**config.mk**
```make
export PLATFORM = sky130hd
export DESIGN_NAME = stall_ctrl
export DESIGN_NICKNAME = d
export VERILOG_FILES = /design/src/rtl/stall_ctrl.sv
export SDC_FILE = /design/constraint.sdc
export NUM_CORES = 1
export LEC_CHECK = 0
export CAP_MARGIN = 20
export CORE_MARGIN = 10
export CORE_UTILIZATION = 56
export DETAILED_ROUTE_END_ITERATION = 8
export DONT_BUFFER_PORTS = 1
export PLACE_DENSITY = 0.78
export SYNTH_ARGS = -nofsm -noshare
export SYNTH_HDL_FRONTEND = slang
export SYNTH_SLANG_ARGS = --single-unit
```
**constraint.sdc**
```tcl
create_clock -name clk -period 3.57 [get_ports clk]
set_input_delay 0.357 -clock clk [delete_from_list [all_inputs] [get_ports clk]]
set_output_delay 0.357 -clock clk [all_outputs]
set_load 0.01 [all_outputs]
```
**src/rtl/stall_ctrl.sv**
```systemverilog
// Pipeline stall/flush controller.
// Drives the 6-bit stall vector (PC, IF, ID, EX, MEM, WB) and the branch
// flush/redirect. It arbitrates ID load-use stalls, EX level stalls, counted
// multi-cycle EX operations and taken-branch flushes.
// Optional feature macro: STALL_PERF_EN adds a saturating stall-cycle counter
// on stallCycles. When the macro is undefined, stallCycles is tied to zero.
module stall_ctrl #(
    parameter int MULTI_CNT_W  = 6,
    parameter int FLUSH_CYCLES = 1
) (
    input  logic                   clk,
    input  logic                   rst,
    input  logic                   stallReqID,
    input  logic                   stallReqEX,
    input  logic                   multiStart,
    input  logic [MULTI_CNT_W-1:0] multiCycles,
    input  logic                   branchFlag,
    input  logic [31:0]            branchTarget,
    output logic [5:0]             stall,
    output logic                   flush,
    output logic [31:0]            newPC,
    output logic                   busy,
    output logic [31:0]            stallCycles
);

    typedef enum logic [1:0] {
        S_IDLE  = 2'd0,
        S_MULTI = 2'd1,
        S_FLUSH = 2'd2
    } state_t;

    // Stalling through EX freezes PC..EX, so MEM receives a bubble.
    // Stalling through ID freezes PC..ID, so EX receives a bubble.
    localparam logic [5:0] STALL_EX   = 6'b001111;
    localparam logic [5:0] STALL_ID   = 6'b000111;
    localparam logic [5:0] STALL_NONE = 6'b000000;
    localparam logic [3:0] FLUSH_LOAD = 4'(FLUSH_CYCLES - 1);

    state_t                 r_state;
    state_t                 w_state_nxt;
    logic [MULTI_CNT_W-1:0] r_cnt;
    logic [MULTI_CNT_W-1:0] w_cnt_nxt;
    logic [3:0]             r_fcnt;
    logic [3:0]             w_fcnt_nxt;
    logic                   r_flush;
    logic                   w_flush_nxt;
    logic [31:0]            r_new_pc;
    logic [31:0]            w_new_pc_nxt;
    logic [5:0]             w_stall;
    logic                   w_multi_go;
    logic                   w_multi_long;

    // A zero-length op requests nothing. A one-cycle op is covered entirely
    // by the combinational stall in its start cycle, so only N>=2 needs MULTI.
    assign w_multi_go   = multiStart && (multiCycles != '0);
    assign w_multi_long = multiStart && (multiCycles > MULTI_CNT_W'(1));

    // Stall vector decode from the current state and the live requests.
    always_comb begin
        // NOTE: assign every always_comb output a default first, so that no
        // path leaves the output unassigned and no latch is inferred.
        w_stall = STALL_NONE;
        if (rst) begin
            // NOTE: stall comes straight from the inputs, so it is gated here.
            // Otherwise a request seen during reset would reach the pipeline.
            w_stall = STALL_NONE;
        end else if ((r_state == S_MULTI) ||
                     ((r_state == S_IDLE) && (stallReqEX || w_multi_go))) begin
            w_stall = STALL_EX;
        end else if ((r_state == S_IDLE) && stallReqID) begin
            w_stall = STALL_ID;
        end
    end

    // Next-state logic. In IDLE the priority is branch, then multi-cycle op.
    // MULTI and FLUSH ignore every request input.
    always_comb begin
        w_state_nxt  = r_state;
        w_cnt_nxt    = r_cnt;
        w_fcnt_nxt   = r_fcnt;
        w_flush_nxt  = r_flush;
        w_new_pc_nxt = r_new_pc;
        case (r_state)
            S_IDLE: begin
                if (branchFlag) begin
                    // A multiStart in the same cycle is dropped on purpose.
                    w_state_nxt  = S_FLUSH;
                    w_flush_nxt  = 1'b1;
                    w_new_pc_nxt = branchTarget;
                    w_fcnt_nxt   = FLUSH_LOAD;
                end else if (w_multi_long) begin
                    // The start cycle already stalls once. MULTI then runs
                    // cnt+1 cycles, so loading N-2 gives exactly N in total.
                    w_state_nxt = S_MULTI;
                    w_cnt_nxt   = multiCycles - MULTI_CNT_W'(2);
                end
            end
            S_MULTI: begin
                if (r_cnt == '0) begin
                    w_state_nxt = S_IDLE;
                end else begin
                    w_cnt_nxt = r_cnt - MULTI_CNT_W'(1);
                end
            end
            S_FLUSH: begin
                if (r_fcnt == 4'd0) begin
                    w_state_nxt = S_IDLE;
                    w_flush_nxt = 1'b0;
                end else begin
                    w_fcnt_nxt = r_fcnt - 4'd1;
                end
            end
            default: begin
                w_state_nxt = S_IDLE;
                w_flush_nxt = 1'b0;
            end
        endcase
    end

    // State register. Reset aborts any op in progress immediately.
    always_ff @(posedge clk or posedge rst) begin
        if (rst) begin
            r_state  <= S_IDLE;
            r_cnt    <= '0;
            r_fcnt   <= 4'd0;
            r_flush  <= 1'b0;
            r_new_pc <= 32'd0;
        end else begin
            // NOTE: use non-blocking assignments for all state, so every
            // register samples its pre-edge value and simulation matches
            // the synthesized hardware.
            r_state  <= w_state_nxt;
            r_cnt    <= w_cnt_nxt;
            r_fcnt   <= w_fcnt_nxt;
            r_flush  <= w_flush_nxt;
            r_new_pc <= w_new_pc_nxt;
        end
    end

`ifdef STALL_PERF_EN
    logic [31:0] r_stall_cycles;

    // Saturating count of the cycles in which the PC is held.
    always_ff @(posedge clk or posedge rst) begin
        if (rst) begin
            r_stall_cycles <= 32'd0;
        end else if (w_stall[0] && (r_stall_cycles != 32'hFFFF_FFFF)) begin
            r_stall_cycles <= r_stall_cycles + 32'd1;
        end
    end

    assign stallCycles = r_stall_cycles;
`else
    assign stallCycles = 32'b0;
`endif

    assign stall = w_stall;
    assign flush = r_flush;
    assign newPC = r_new_pc;
    assign busy  = (r_state != S_IDLE);

endmodule

```
==> key figures <==
Power and ir drop
  • Combinational Power Share: 0.318
  • Lkg Pwr: about 1.3 nW
  • Cell Pwr Density: ~830 mW/mm2
  • Sequential Power Share: 0.528
  • Switching share of power: 0.4365
  • Clock power share: 0.154
  • Psw: roughly 860 uW
  • Worst VDD drop: about 0.00037 V
  • Pint: approximately 1.1 mW

Cells and area
  • Layout fillers: ~380
  • Most common cell after layout, fill and taps aside: nand2_1
  • Area grow syn2layout: -0.8864%
  • # nets final: between 300 and 400
  • Design Area, Final: 0.002379 mm2
  • Antenna cells: 0
  • Most frequent cells in the layout: 102 x nand2_1, 45 x dfrtp_1, 34 x conb_1
  • Layout cells sized above 1: 0.07326

Routing
  • ANT nets after route: 0
  • Met2 wire len: between 2000 and 3000 um
  • Wirelength per Cell: around 17 um
  • WL met3: roughly 670 um
  • Routed metal-1 wire length: ~2200 um
  • DRT iter0 DRCs: 96
  • Max Used Layer: met4
  • Via/cell ratio: 5.201
  • Pre-Repair DR Iteration Count: 4
  • Final WL: roughly 5400 um
  • # DRC: 0
  • Via count: 1680

Setup path
  • Worst Path Class, Setup: reg2out
  • R2R depth: 4
  • Reg-to-reg slack, setup: 1850 ps
  • Worst EP required: about 3200 ps
  • FF-to-FF Start: r_state[0]$_DFFE_PP0P_
  • CP startpoint kind: flip-flop
  • Crit path max fanout: 12
  • Worst EP arrival: approximately 1700 ps
  • Worst setup EP type: output pin
  • Reg2Reg Capture Point: r_cnt[1]$_DFFE_PP0P_

Floorplanning
  • I/O pin count: 116
  • Initial Util: 0.5873
  • Die width: 85.46 um
  • Core Region: 0.004086 mm2
  • Die height: ~85 um
  • # rows: 23
  • Die area: between 0.007 and 0.008 mm2

Placement
  • Placer congestion estimate: approximately 0.85
  • Port Buffer Count: 0
  • Placed cell area: between 0.002 and 0.0025 mm2
  • DPL Wire Length: 4134 um

Yosys
  • Synth area leader: dfrtp_1
  • Post-synth cell types: 38
  • Mapped Cells: around 280
  • #FFs+latches synth: 45
  • Count of flip-flops with a built-in enable after synthesis: 0
  • Post-synth top area share: 0.4692
  • Cell area after synthesis: 0.002400 mm2
  • Seq/Total Area, Yosys: 0.4692
  • Cell types occupying the most area after synthesis: dfrtp_1 47%, nand2_1 16%, buf_4 13%
  • Synth async-reset ratio: 1.000
  • Syn_area_per_cell: 8.727 um2
  • Ys Warns: 0
  • Top_reg_cell synth: dfrtp_1

Clock network
  • CTS tree: built
  • Setup bufs post-CTS: 0
  • Hold-fix buffers at CTS: 0
  • Clk slew on worst S/H paths: about 80 ps
  • Clock latency on the worst-skew pair: about 290 ps
  • Root buffer cell: clkbuf_8
  • CTS H-tree lvls: 2
  • Post-cts sizing count: 0
  • Clock Path Buffers: 2
  • Clock sinks: 45
  • TritonCTS Buffers: 5

Timing
  • RSZ-0062 raised after global routing: no
  • Slew Viols, Final: 0
  • FMAX: between 400 and 500 MHz
  • Final worst-path cycle share: 0.5707
  • Fin crit period: ~2000 ps
  • Final Skew: around 4.2 ps
  • Setup_tns: 0 ps
  • Finish-stage setup viols: 0
  • Slew @ Worst Pin: roughly 570 ps
  • Final hold violation count: 0
  • Rel. slew slack: 0.6211

Global route
  • Initial antenna violation count: 0
  • GRT Overall Usage: 0.1448
  • First-pass GRT wire length: about 9000 um
  • Grt ovf: 0
  • Largest net degree at the start of global routing: 47
  • Vias in the first global route: 1817

Run status
  • Outcome: complete, no violations

Flow run
  • Max-Cap Viols: 0

Hold path
  • Worst Hold Class: in2async
## synthesized netlist by cell type, types with 2 or more instances
library cell  number
nand4_1            2
a221oi_2           2
mux2i_1            2
a21oi_1            6
o22ai_1            2
nor2b_1            3
ha_1               4
nor3_1             7
nand3_1            5
o21ai_0            5
nor2_1             7
inv_1             13
buf_4             40
xor2_1             4
clkbuf_1           2
dfrtp_1           45
a31oi_1            2
buf_2              3
nand2_1          102
## flip-flops by register name, summed over array words and instances (netlist names)
signal,flops
r_cnt,6
newPC,32
r_fcnt,4
r_state,2
flush,1
## power by group through the flow
stage	Combinational (mW)	Sequential, mW	Clock, mW
6_report	0.627	1.04	0.303
5_1_grt	0.736	1.07	0.330
4_1_cts	0.609	1.05	0.310
3_5_place_dp	0.603	1.05	0
3_3_place_gp	0.574	1.05	0
2_1_floorplan	0.598	0.955	0
## layout make-up
class                   instances  area, um2  share of cell area
well taps                      50      62.56             0.02630
flip-flops and latches         45       1126              0.4734
multi-input cells             204       1015              0.4266
clock buffers                   7      76.32             0.03209
inverters                      13      48.80             0.02052
clock inverters                 1      7.507            0.003156
repair buffers                  3      42.54             0.01789
## critical path, cell delays in order, from the launching register on
cell,delay [ps]
dfrtp_1,560
o311a_1,500
a31o_1,330
## cells by family (layout without fill, tap and decap cells)
group / after synthesis / count (layout) / synth area share
adder cells (fa/ha/maj): 4 / 4 / 0.02086
multiplexers: 2 / 2 / 0.008342
buffers and inverters: 59 / 24 / 0.1595
flip-flops: 45 / 45 / 0.4692
XOR/XNOR: 5 / 5 / 0.01825
AO/OA/AOI/OAI: 22 / 22 / 0.07404
other: 1 / 34 / 0.001563
AND/OR/NAND/NOR: 137 / 137 / 0.2482
## per-layer routing
metal  track usage  vias to the layer above
li1              -                      798
met1        0.1640                      776
met2        0.2330                       97
met3       0.07648                        9
met4       0.03892                        0
met5             0                        -
## metrics by stage
step	cells	util	total power [mW]	setup slack [ps]	hold WS (ps)
2_1_floorplan	308	-	1.553	1147	462.4
3_3_place_gp	314	0.5548	1.627	1620	464.9
3_5_place_dp	314	0.5548	1.657	1551	467.4
4_1_cts	322	0.5753	1.968	1530	156.9
5_1_grt	323	0.5821	2.140	1471	161.5
6_report	323	0.5821	1.970	1532	135.1
## worst max-delay path by stage
stage	from	endpoint	slack, ps	depth (start not counted)
2_1_floorplan	rst	stall[1]	1150	4
3_3_place_gp	r_state[0]$_DFFE_PP0P_	r_fcnt[0]$_DFFE_PP0P_	1620	4
3_5_place_dp	r_state[0]$_DFFE_PP0P_	r_fcnt[0]$_DFFE_PP0P_	1550	4
4_1_cts	r_state[0]$_DFFE_PP0P_	stall[2]	1530	2
5_1_grt	r_state[0]$_DFFE_PP0P_	stall[0]	1470	2
6_report	r_state[0]$_DFFE_PP0P_	stall[2]	1530	2
Power figures use the tool's default switching activity.
